$ cat src/rtl/fetch_pkg.sv
// Shared types and elaboration helpers for the instruction-fetch sequencer.
package fetch_pkg;

  typedef enum logic {
    IDLE,
    WAIT
  } state_t;

  localparam int DEF_MEM_DEPTH   = 256;
  localparam int DEF_MEM_LATENCY = 1;

  // Address mask for a power-of-two memory; the PC wraps modulo the depth.
  function automatic int pc_mask(input int depth);
    return depth - 1;
  endfunction

  // The latency counter must hold MEM_LATENCY itself, never less than one bit.
  function automatic int cnt_width(input int latency);
    return (latency < 1) ? 1 : $clog2(latency + 1);
  endfunction

endpackage

$ cat src/rtl/fetch_pc_reg.sv
// Program counter with masked load, modulo increment and a deferred redirect
// that is captured while a fetch is in flight and applied when it completes.
module fetch_pc_reg
  import fetch_pkg::*;
#(
  parameter int ADDR_W    = 16,
  parameter int MEM_DEPTH = DEF_MEM_DEPTH,
  parameter int RESET_PC  = 0
) (
  input  logic              clk,
  input  logic              reset,
  input  logic              load_now,
  input  logic              load_defer,
  input  logic              advance,
  input  logic [ADDR_W-1:0] load_value,
  input  logic [ADDR_W-1:0] base,
  output logic [ADDR_W-1:0] pc
);

  localparam logic [ADDR_W-1:0] MASK = ADDR_W'(pc_mask(MEM_DEPTH));

  logic              pend_valid;
  logic [ADDR_W-1:0] pend_value;

  // NOTE: state registers use non-blocking assignments so every flop samples
  // the pre-edge values, independent of statement order between blocks.
  always_ff @(posedge clk or posedge reset) begin
    if (reset) begin
      pc         <= ADDR_W'(RESET_PC);
      pend_valid <= 1'b0;
      pend_value <= '0;
    end else if (advance) begin
      // A redirect arriving on the completion edge wins over an older one.
      if (load_defer) begin
        pc <= load_value & MASK;
      end else if (pend_valid) begin
        pc <= pend_value;
      end else begin
        pc <= (base + ADDR_W'(1)) & MASK;
      end
      pend_valid <= 1'b0;
    end else if (load_defer) begin
      pend_valid <= 1'b1;
      pend_value <= load_value & MASK;
    end else if (load_now) begin
      pc <= load_value & MASK;
    end
  end

endmodule

$ cat src/rtl/fetch_sequencer.sv
// Multi-cycle fetch controller: holds the address for MEM_LATENCY cycles,
// latches the returned word into ir and advances or redirects the PC.
module fetch_sequencer
  import fetch_pkg::*;
#(
  parameter int ADDR_W      = 16,
  parameter int DATA_W      = 16,
  parameter int MEM_DEPTH   = DEF_MEM_DEPTH,
  parameter int MEM_LATENCY = DEF_MEM_LATENCY,
  parameter int RESET_PC    = 0
) (
  input  logic              clk,
  input  logic              reset,
  input  logic              fetch_req,
  input  logic              pc_load,
  input  logic [ADDR_W-1:0] pc_load_value,
  output logic [ADDR_W-1:0] imem_addr,
  input  logic [DATA_W-1:0] imem_data,
  output logic [DATA_W-1:0] ir,
  output logic              ir_valid,
  output logic              busy,
  output logic [ADDR_W-1:0] pc,
  output logic [15:0]       fetch_count
);

  localparam int CNT_W = cnt_width(MEM_LATENCY);

  state_t            state;
  logic [CNT_W-1:0]  cnt;
  logic [ADDR_W-1:0] addr_q;
  logic              last_wait;

  assign last_wait = (state == WAIT) && (cnt == CNT_W'(1));

  fetch_pc_reg #(
    .ADDR_W    (ADDR_W),
    .MEM_DEPTH (MEM_DEPTH),
    .RESET_PC  (RESET_PC)
  ) u_pc (
    .clk        (clk),
    .reset      (reset),
    .load_now   ((state == IDLE) && pc_load),
    .load_defer ((state == WAIT) && pc_load),
    .advance    (last_wait),
    .load_value (pc_load_value),
    .base       (addr_q),
    .pc         (pc)
  );

  // The PC only moves in IDLE or on the completion edge, so during WAIT it
  // equals addr_q and the memory address can come straight from the PC flop.
  assign imem_addr = pc;

  // NOTE: reset is asynchronous; every register is listed in the reset branch
  // so none of them keeps a stale value after an aborted fetch.
  always_ff @(posedge clk or posedge reset) begin
    if (reset) begin
      state       <= IDLE;
      cnt         <= '0;
      addr_q      <= ADDR_W'(RESET_PC);
      ir          <= '0;
      ir_valid    <= 1'b0;
      busy        <= 1'b0;
      fetch_count <= '0;
    end else begin
      ir_valid <= 1'b0;
      case (state)
        IDLE: begin
          if (fetch_req && !pc_load) begin
            addr_q <= pc;
            cnt    <= CNT_W'(MEM_LATENCY);
            busy   <= 1'b1;
            state  <= WAIT;
          end
        end
        WAIT: begin
          if (cnt == CNT_W'(1)) begin
            ir          <= imem_data;
            ir_valid    <= 1'b1;
            fetch_count <= fetch_count + 16'd1;
            busy        <= 1'b0;
            cnt         <= '0;
            state       <= IDLE;
          end else begin
            cnt <= cnt - CNT_W'(1);
          end
        end
        default: state <= IDLE;
      endcase
    end
  end

endmodule

$ cat config.mk
export PLATFORM = sky130hd
export DESIGN_NAME = fetch_sequencer
export DESIGN_NICKNAME = d
export VERILOG_FILES = /design/src/rtl/fetch_pkg.sv /design/src/rtl/fetch_pc_reg.sv /design/src/rtl/fetch_sequencer.sv
export SDC_FILE = /design/constraint.sdc
export NUM_CORES = 1
export LEC_CHECK = 0
export BUFFER_PORTS_ARGS = -buffer_cell sky130_fd_sc_hd__buf_2
export CORE_UTILIZATION = 45
export CTS_CLUSTER_SIZE = 25
export DETAILED_ROUTE_END_ITERATION = 10
export PLACE_DENSITY = 0.81
export REMOVE_ABC_BUFFERS = 1
export SYNTH_ARGS = -nofsm -noshare
export SYNTH_HDL_FRONTEND = slang
export SYNTH_SLANG_ARGS = --single-unit
$ cat constraint.sdc
create_clock -name clk -period 6.57 [get_ports clk]
set_clock_uncertainty 0.2 [all_clocks]
set_input_delay 1.314 -clock clk [delete_from_list [all_inputs] [get_ports clk]]
set_output_delay 1.314 -clock clk [all_outputs]
set_load 0.005 [all_outputs]
==> impl_metrics.env <==
export IMPL_outcome="completed"
export IMPL_p_sw_frac=0.347
export IMPL_start_util=0.475
export IMPL_die_area_um2=6680
export IMPL_worstHoldPathType="flip-flop to flip-flop"
export IMPL_slew_headroom=0.500
export IMPL_clockBufferDepth=2
export IMPL_ys_warn_count=0
export IMPL_fin_crit_sh=0.409
export IMPL_yosysSeqAreaShare=0.533
export IMPL_seqPwrFrac=0.497
export IMPL_share_comb_of_total_power=0.287
export IMPL_maxSlewViolCount=0
export IMPL_grt_pass1_vias=2022
export IMPL_max_freq_mhz=372
export IMPL_critPathRequiredTime_ns=6.62
export IMPL_layout_nets=400
export IMPL_power_density_nw_per_um2=389
export IMPL_synth_cell_type_count=38
export IMPL_ctsResizeCount=0
export IMPL_worst_slew_pin_slew_ns=0.748
export IMPL_cts_hold_buf=0
export IMPL_cts_root_buf="clkbuf_8"
export IMPL_critPathKind="flip-flop to flip-flop"
export IMPL_switchingPower_uw=450
export IMPL_final_layout_size_suffix_gt1_frac=0.281
export IMPL_finalWeightedCongestion=0.819
export IMPL_grt_overflow=0
export IMPL_post_route_util=0.552
export IMPL_internal_power_uw=846
export IMPL_cts_htree_levels=3
export IMPL_first_pass_iters=4
export IMPL_drv_cap=0
export IMPL_cp_end_kind="flip-flop"
export IMPL_syn_area_per_cell_um2=9.80
export IMPL_yosys_register_bits=61
export IMPL_fin_setup_tns_ns=0
export IMPL_clock_power_share=0.216
export IMPL_rows=28
export IMPL_die_w_um=81.7
export IMPL_setup_viol=0
export IMPL_antenna_cells=0
export IMPL_synthCells=292
export IMPL_dp_hpwl_um=3970
export IMPL_io_pins=102
export IMPL_antenna_found_initial=0
export IMPL_cts_tree="done"
export IMPL_start_kind="flip-flop"
export IMPL_clkTransAtPathRegs_ns=0.06
export IMPL_syn_area_um2=2860
export IMPL_area_delta_synth_final_pct=16.3
export IMPL_cts_sinks=61
export IMPL_period_minus_slack_ns=2.69
export IMPL_core_um2=6030
export IMPL_finalHoldViolations=0
export IMPL_crit_path_max_fanout=25
export IMPL_grt_max_degree=62
export IMPL_total_power_uw=1300
export IMPL_n_fill_cell=572
export IMPL_routed_wl_um=5630
export IMPL_drt_iter0_drc=121
export IMPL_drc=0
export IMPL_p_leak_uw=0.00174
export IMPL_ir_drop_mv=0.185
export IMPL_cts_setup_buffers=0
export IMPL_io_buffers=77
export IMPL_cts_made_buffers=9
export IMPL_insertion_delay_ns=0.32
export IMPL_vias=2164
export IMPL_rsz0062_at_grt="no"
export IMPL_viasPerCell=4.91
export IMPL_die_h_um=81.7
export IMPL_grt_pass1_wl_um=9210
export IMPL_wl_per_cell_um=12.8
export IMPL_ant_nets=0
export IMPL_arrival_ns=2.74
export IMPL_grt_use_total=0.185
state kept, by name (all words and copies together), names as in the netlist:
register         count
fetch_count         16
ir                  16
addr_q               8
u_pc.pc              8
u_pc.pend_value      8
busy                 1
cnt                  1
ir_valid             1
state                1
u_pc.pend_valid      1
routing by layer:
metal	wire (um)	global-route usage	vias to the layer above	share of wire
met5	0	0	-	0
met4	108	0.111	0	0.019
met3	250	0.0333	10	0.044
met2	2750	0.303	68	0.49
met1	2520	0.227	1024	0.45
li1	-	-	1062	-
stage by stage:
step,instance area [um^2],cells,setup WS [ns],hold WS (ns)
5_1_grt,3330,441,3.61,0.294
3_3_place_gp,3170,426,3.87,0.254
3_5_place_dp,3170,426,3.84,0.257
4_1_cts,3330,441,3.80,0.273
6_report,3330,441,3.88,0.272
2_1_floorplan,2680,273,3.54,0.259
cell usage after synthesis (all sizes together):
cell type | n | area [um^2]
a211oi | 2 | 15.0
a21oi | 4 | 20.0
a32oi | 3 | 26.3
and2 | 1 | 6.26
and2b | 1 | 7.51
and3 | 1 | 6.26
and4 | 1 | 8.76
buf | 31 | 224
clkbuf | 3 | 11.3
clkinv | 1 | 3.75
conb | 1 | 3.75
dfrtp | 61 | 1530
ha | 2 | 25.0
inv | 5 | 18.8
mux2 | 9 | 101
nand2 | 85 | 319
nand2b | 3 | 18.8
nand3 | 12 | 60.1
nand4 | 7 | 56.3
nor2 | 15 | 61.3
nor2b | 1 | 6.26
nor3 | 1 | 10.0
nor4 | 1 | 12.5
o211ai | 3 | 22.5
o21ai | 3 | 15.0
o21bai | 1 | 7.51
o221ai | 1 | 8.76
o22ai | 9 | 56.3
or3 | 3 | 18.8
xnor2 | 13 | 114
xor2 | 8 | 70.1
area by class of cell:
| class | instances | area (um^2) | share of cell area |
|---|---|---|---|
| Sequential cell | 61 | 1530 | 0.459 |
| Clock buffer | 13 | 149 | 0.0447 |
| Inverter | 6 | 22.5 | 0.00677 |
| Tap cell | 75 | 93.8 | 0.0282 |
| Timing Repair Buffer | 78 | 393 | 0.118 |
| Multi-Input combinational cell | 206 | 1130 | 0.341 |
| Clock inverter | 2 | 10.0 | 0.00301 |
final timing paths:
kind / start / end / slack, ns / depth (start not counted)
max: state / u_pc.pc[7] / 3.88 / 5
min: ir[2] / ir[2] / 0.27 / 2
max reg2reg: state / u_pc.pc[7] / 3.88 / 5
min reg2reg: ir[2] / ir[2] / 0.27 / 2
max in group asynchronous: reset / u_pc.pc[5] / 4.69 / 3
min in group asynchronous: reset / fetch_count[14] / 0.99 / 3
logic make-up after synthesis:
| group | synth area share |
|---|---|
| AND/OR/NAND/NOR | 0.207 |
| flip-flops | 0.533 |
| buffers and inverters | 0.0901 |
| AO/OA/AOI/OAI | 0.0599 |
| XOR/XNOR | 0.0643 |
| multiplexers | 0.0354 |
| adder cells (fa/ha/maj) | 0.00874 |
| other | 0.00131 |
layout by cell type (no fill, tap or decap), types with 3 or more instances in the layout:
cell type,count
clkbuf_8,10
o211ai_1,3
xnor2_1,13
inv_1,3
dfrtp_1,61
o22ai_1,9
clkbuf_1,3
a32oi_1,3
mux2_2,5
or3_1,3
buf_2,77
nor2_1,13
nand3_1,12
o21ai_0,3
nand4_1,5
a21oi_1,4
mux2_1,4
xor2_1,8
conb_1,16
nand2_1,85
nand2b_1,3
power groups by stage:
stage          clock (uW)  sequential, uW  combinational (uW)
6_report              280             644                 373
5_1_grt               309             665                 431
4_1_cts               289             644                 381
3_5_place_dp            0             648                 381
3_3_place_gp            0             642                 368
2_1_floorplan           0             635                 209
worst max-delay path, stage by stage, from the launching register on:
cell	delay, ns
dfrtp_1	0.59
nand2_1	0.55
inv_1	0.75
a32oi_1	0.20
o211ai_1	0.19
o21bai_1	0.12
(Power assumes the default switching activity.)
